File: config.mk
export PLATFORM = sky130hd
export DESIGN_NAME = mem_port_arbiter
export DESIGN_NICKNAME = d
export VERILOG_FILES = /design/src/rtl/mem_port_arbiter.sv
export SDC_FILE = /design/constraint.sdc
export NUM_CORES = 1
export LEC_CHECK = 0
export ABC_AREA = 1
export CAP_MARGIN = 20
export CORE_MARGIN = 4
export CORE_UTILIZATION = 46
export CTS_CLUSTER_SIZE = 28
export DETAILED_ROUTE_END_ITERATION = 12
export PLACE_DENSITY_LB_ADDON = 0.1
export RECOVER_POWER = 50
export SLEW_MARGIN = 20
export SYNTH_ARGS = -nofsm -noshare
export SYNTH_HDL_FRONTEND = slang
export SYNTH_SLANG_ARGS = --single-unit
File: constraint.sdc
create_clock -name clk -period 4.6 [get_ports clk]
set_clock_uncertainty 0.05 [all_clocks]
set_input_delay 0.92 -clock clk [delete_from_list [all_inputs] [get_ports clk]]
set_output_delay 0.92 -clock clk [all_outputs]
set_load 0.005 [all_outputs]
File: src/rtl/mem_port_arbiter.sv
// mem_port_arbiter
//   Shares one single-ported unified memory between the instruction-fetch
//   port and the data port of the pipelined core. Each access is sequenced
//   through a fixed-latency grant FSM and returns a one-cycle ack. The data
//   port has priority. A starvation counter forces a fetch grant after
//   STARVE_MAX consecutive data grants that were issued while fetch was waiting.
//
// Ports
//   clk, reset             rising-edge clock, synchronous active-high reset
//   if_req/if_addr         fetch request (held until if_ack) and address
//   if_rdata/if_ack        fetched word, valid with the one-cycle ack
//   d_req/d_we/d_addr      data request (held until d_ack), 1 = store
//   d_wdata                store data
//   d_rdata/d_ack          load data, valid with the one-cycle ack
//   mem_en/mem_we          memory access / write enable
//   mem_addr/mem_wdata     memory address / write data, stable for a grant
//   mem_rdata              memory read data, sampled in the completion cycle
//   stall_if/stall_mem     requester is waiting (req & ~ack)
//   busy                   FSM not idle
//   perf_if_wait           stall_if cycle counter (0 unless ARB_PERF_CNT_EN)
//   perf_d_wait            stall_mem cycle counter (0 unless ARB_PERF_CNT_EN)
//
// Build option: define ARB_PERF_CNT_EN to generate the 16-bit saturating
// wait counters. When it is undefined, both counter outputs are tied to 0.
//
// state | meaning
// ------+-----------------------------------------------------------
// IDLE  | no access in flight, mem_en low
// GNT_I | fetch access in flight, lat_cnt counts down to completion
// GNT_D | data access in flight, lat_cnt counts down to completion

module mem_port_arbiter #(
  parameter int ADDR_W     = 8,
  parameter int DATA_W     = 32,
  parameter int MEM_LAT    = 1,   // 1..15
  parameter int STARVE_MAX = 4    // 1..15
) (
  input  logic              clk,
  input  logic              reset,
  input  logic              if_req,
  input  logic [ADDR_W-1:0] if_addr,
  output logic [DATA_W-1:0] if_rdata,
  output logic              if_ack,
  input  logic              d_req,
  input  logic              d_we,
  input  logic [ADDR_W-1:0] d_addr,
  input  logic [DATA_W-1:0] d_wdata,
  output logic [DATA_W-1:0] d_rdata,
  output logic              d_ack,
  output logic              mem_en,
  output logic              mem_we,
  output logic [ADDR_W-1:0] mem_addr,
  output logic [DATA_W-1:0] mem_wdata,
  input  logic [DATA_W-1:0] mem_rdata,
  output logic              stall_if,
  output logic              stall_mem,
  output logic              busy,
  output logic [15:0]       perf_if_wait,
  output logic [15:0]       perf_d_wait
);

  typedef enum logic [1:0] {
    IDLE  = 2'd0,
    GNT_I = 2'd1,
    GNT_D = 2'd2
  } state_t;

  localparam logic [3:0] LAT_INIT   = 4'(MEM_LAT - 1);
  localparam logic [3:0] STARVE_LIM = 4'(STARVE_MAX);

  state_t              state_q, state_d;
  logic [3:0]          lat_cnt_q;
  logic [3:0]          starve_q;
  logic [DATA_W-1:0]   if_rdata_q;
  logic [DATA_W-1:0]   d_rdata_q;

  logic done;
  logic arb_ok;
  logic fetch_forced;
  logic grant_d;
  logic grant_i;

  // A request that is still high in its own ack cycle is taken as the next
  // request from that port. This lets a continuously asserted d_req stream
  // back-to-back accesses, which is what the starvation counter guards
  // against.
  always_comb begin
    done         = 1'b0;
    arb_ok       = 1'b0;
    fetch_forced = 1'b0;
    grant_d      = 1'b0;
    grant_i      = 1'b0;
    state_d      = state_q;

    done         = (state_q != IDLE) && (lat_cnt_q == 4'd0);
    arb_ok       = (state_q == IDLE) || done;
    fetch_forced = if_req && (starve_q == STARVE_LIM);
    grant_d      = arb_ok && d_req && !fetch_forced;
    grant_i      = arb_ok && if_req && !grant_d;

    if (grant_d) begin
      state_d = GNT_D;
    end else if (grant_i) begin
      state_d = GNT_I;
    end else if (done) begin
      state_d = IDLE;
    end
  end

  // Acks are combinational in the completion cycle so that the requester sees
  // them, and the read data, MEM_LAT cycles after acceptance. They are masked
  // by reset so an access abandoned in its completion cycle never acks.
  assign if_ack    = !reset && (state_q == GNT_I) && (lat_cnt_q == 4'd0);
  assign d_ack     = !reset && (state_q == GNT_D) && (lat_cnt_q == 4'd0);
  assign if_rdata  = if_ack ? mem_rdata : if_rdata_q;
  assign d_rdata   = (d_ack && !mem_we) ? mem_rdata : d_rdata_q;
  assign stall_if  = if_req & ~if_ack;
  assign stall_mem = d_req & ~d_ack;
  assign busy      = (state_q != IDLE);

  always_ff @(posedge clk) begin
    if (reset) begin
      state_q    <= IDLE;
      lat_cnt_q  <= 4'd0;
      starve_q   <= 4'd0;
      mem_en     <= 1'b0;
      mem_we     <= 1'b0;
      mem_addr   <= '0;
      mem_wdata  <= '0;
      if_rdata_q <= '0;
      d_rdata_q  <= '0;
    end else begin
      state_q <= state_d;

      if (grant_d || grant_i) begin
        mem_en    <= 1'b1;
        mem_we    <= grant_d && d_we;
        mem_addr  <= grant_d ? d_addr : if_addr;
        // A fetch never writes, so the write data bus keeps its last value.
        if (grant_d) begin
          mem_wdata <= d_wdata;
        end
        lat_cnt_q <= LAT_INIT;
      end else if (done) begin
        mem_en <= 1'b0;
        mem_we <= 1'b0;
      end else if (lat_cnt_q != 4'd0) begin
        lat_cnt_q <= lat_cnt_q - 4'd1;
      end

      if (if_ack) begin
        if_rdata_q <= mem_rdata;
      end
      if (d_ack && !mem_we) begin
        d_rdata_q <= mem_rdata;
      end

      if (grant_i || !if_req) begin
        starve_q <= 4'd0;
      end else if (grant_d && (starve_q < STARVE_LIM)) begin
        starve_q <= starve_q + 4'd1;
      end
    end
  end

`ifdef ARB_PERF_CNT_EN
  logic [15:0] perf_if_q;
  logic [15:0] perf_d_q;

  always_ff @(posedge clk) begin
    if (reset) begin
      perf_if_q <= 16'd0;
      perf_d_q  <= 16'd0;
    end else begin
      if (stall_if && (perf_if_q != 16'hFFFF)) begin
        perf_if_q <= perf_if_q + 16'd1;
      end
      if (stall_mem && (perf_d_q != 16'hFFFF)) begin
        perf_d_q <= perf_d_q + 16'd1;
      end
    end
  end

  assign perf_if_wait = perf_if_q;
  assign perf_d_wait  = perf_d_q;
`else
  assign perf_if_wait = 16'd0;
  assign perf_d_wait  = 16'd0;
`endif

endmodule

==> results.cfg <==
[route]
drc = 0
wl_per_cell_microns = 12.8
vias_per_cell = 4.61
wl_mm = 14.0
detailroute.via_count = 5045
ant_nets = 0
dr.pass1.iters = 5
drt-initial-drc-count = 324

[cts]
postCtsSetupRepairBufs = 0
cts_hold_buf = 0
clkSlewWorstSetupHoldPaths_ps = 50
cts_tree = yes
cts_resized = 0
numCtsBuffers = 17
root_buffer = clkbuf_16
clkLatencyLatePin_ps = 400
max-clock-path-buffers = 2
htree_levels = 4
cts_sinks = 116

[timing]
layout_setup_ws_ps = 672
fin_crit_ps = 3930
slew_headroom_pct = 50.8
grt_setup_unrepaired = false
finalSetupTns_ps = 0
post-route-period-util_pct = 85.4
worstMarginPinSlew_ps = 738
drv_slew = 0
max_freq_mhz = 255
finalSetupViolCount = 0
timing.final.hold_violations = 0

[place]
dpl.hpwl_mm = 9.92
dp_worst_setup_slack_ps = 827
dp.cells = 1064
routabilityCongestion = 0.823
dpl_cell_area_sq_mm = 0.00710
port_buffers = 195

[global_routing]
grt_pass1_vias = 4972
grt_use_total_pct = 21.2
grt_pass1_wl_mm = 22.7
grt_max_degree = 70
overflow = 0
antenna_found_initial = 0

[pwr]
power_density_mw_per_mm2 = 361
max-vdd-ir-drop_v = 0.000173
p_leak_nw = 4.00

[setup_path]
crit_top_cell = nand2_1
cp-start-kind = primary input
cp-end-kind = primary output
crit_slowest_cell = clkdlybuf4s50_1
cp_data_required_time_ps = 3630
path_cells = clkbuf_1, clkinv_4, nand2_1, nor3_1, nand2_2, nand2_1, nand2_1, inv_1, clkdlybuf4s50_1
r2r-end = mem_wdata[2]
crit_fanout = 36
cp_slowest_stage_delay_ps = 520
r2r_setup_slack_ps = 1720
critPathArrivalTime_ps = 2960
r2r_start = starve_q[0]
critical_path_class = primary input to primary output
rr_worst_depth = 10

[synth]
ys_top_cells_by_area = dfxtp_1 44%, nand2_1 11%, inv_1 10%
async_flop_share_pct = 0
syn_avg_cell_area_sq_um = 6.89
netlist_instances = 761
synth_edf_count = 0
yosysTopAreaCellShare_pct = 44.3
synthFlopType = dfxtp_1
ys_warn_count = 0
synth_cell_types = 28
ys_seq_area_share_pct = 44.3
synth_area_sq_mm = 0.00524
ys_ff_latch = 116
synth_top_area_cell = dfxtp_1

[outcome]
run_status = completed

[cells_and_area]
area_delta_synth_final_pct = 46.1
fin_util_pct = 69.7
finalNonFillerCells = 1094
nets = 1032
fin_area_sq_mm = 0.00766
multi_input_area_sq_mm = 0.00205
seq_area_sq_mm = 0.00232
drive_gt1_share_pct = 4.19
diodes = 0
fillerInstances = 919

[floorplan]
initial_core_util_pct = 47.7
die_w_microns = 115
die-area_sq_mm = 0.0132
io_pins = 228
core_sq_mm = 0.0110
die_y_microns = 115
fp-row-count = 38

[hold_path]
hold_end = mem_addr[6]
worstHoldPathType = flop to flop
whs_path_depth = 2
hold_start = mem_addr[6]

[flow_run]
maxCapViolCount = 0
-- layout make-up --
class / count / share of cell area, %
Sequential cell: 116 / 30.3
Multi-Input combinational cell: 463 / 26.8
Timing Repair Buffer: 200 / 25.9
Inverter: 145 / 7.17
Clock buffer: 26 / 6.65
Tap cell: 140 / 2.29
Clock inverter: 4 / 0.915
-- per-stage QoR --
stage	hold slack, ps	total power [mW]
4_1_cts	399	2.80
5_1_grt	420	2.88
3_3_place_gp	388	1.50
2_1_floorplan	380	1.29
3_5_place_dp	391	1.51
6_report	399	2.76
-- kinds of logic after synthesis --
| group | share of synthesized area, % |
|---|---|
| compound gates | 7.04 |
| xor+xnor | 0.334 |
| other cells | 0.0716 |
| fa+ha+maj | 0.955 |
| buf+inv | 18.4 |
| simple gates | 28.8 |
| flops | 44.3 |
-- critical path, delay by kind of cell --
| family | cells | cell delay, ps |
|---|---|---|
| AND/OR/NAND/NOR | 5 | 1120 |
| buffers and inverters | 4 | 880 |
-- sequential cells by signal, summed over array words and instances, names as in the netlist --
register,cells
if_rdata_q,32
lat_cnt_q,4
state_q,2
starve_q,4
mem_wdata,32
mem_addr,8
mem_en,1
mem_we,1
d_rdata_q,32
-- worst max path at each step --
stage	start	to
floorplan	reset	d_rdata[23]
global placement	reset	d_rdata[14]
detailed placement	reset	d_rdata[14]
CTS	reset	d_rdata[14]
global route	reset	d_rdata[24]
finish	reset	d_rdata[14]
-- cells in the mapped netlist, types with 2 or more instances --
library cell and instances:
ha_1 4, a21oi_1 7, nand2_1 150, nor2_1 141, inv_1 142, dfxtp_1 116
o21ai_1 8, nand4_1 3, nor3_1 2, buf_4 32, clkbuf_1 18, nand3b_1 33
buf_6 3, nand3_1 13, buf_2 15, inv_2 2, nand2_2 5, o21ai_0 57
-- power breakdown --
| group | total, mW | leakage (nW) | internal [mW] | switching [mW] |
|---|---|---|---|---|
| sequential | 1.08 | 0.951 | 1.06 | 0.0200 |
| clock | 1.28 | 0.286 | 0.861 | 0.421 |
| combinational | 0.400 | 2.77 | 0.219 | 0.181 |
-- cell usage in the layout, fill, tap and decap left out, types with 3 or more instances in the layout --
cell type and instances:
clkbuf_16 17, nand2_1 151, nand4_1 3, dlygate4sd3_1 40, conb_1 32, nand3_1 13, ha_1 4, dfxtp_1 116
nor3_1 3, nand3b_1 33, nand2_2 4, inv_1 142, buf_4 4, clkdlybuf4s50_1 154, clkbuf_8 5, o21ai_1 8
a21oi_1 7, nor2_1 141, clkbuf_1 6, o21ai_0 58
-- layer usage --
layer | part of all wire (%) | global-route usage (%) | up-vias
met5 | 0 | 0 | -
met4 | 2.0 | 8.45 | 0
met3 | 8.3 | 6.58 | 20
met2 | 48 | 35.3 | 204
met1 | 41 | 25.7 | 2264
li1 | - | - | 2557
No activity file was read; power rests on OpenSTA's default activity.
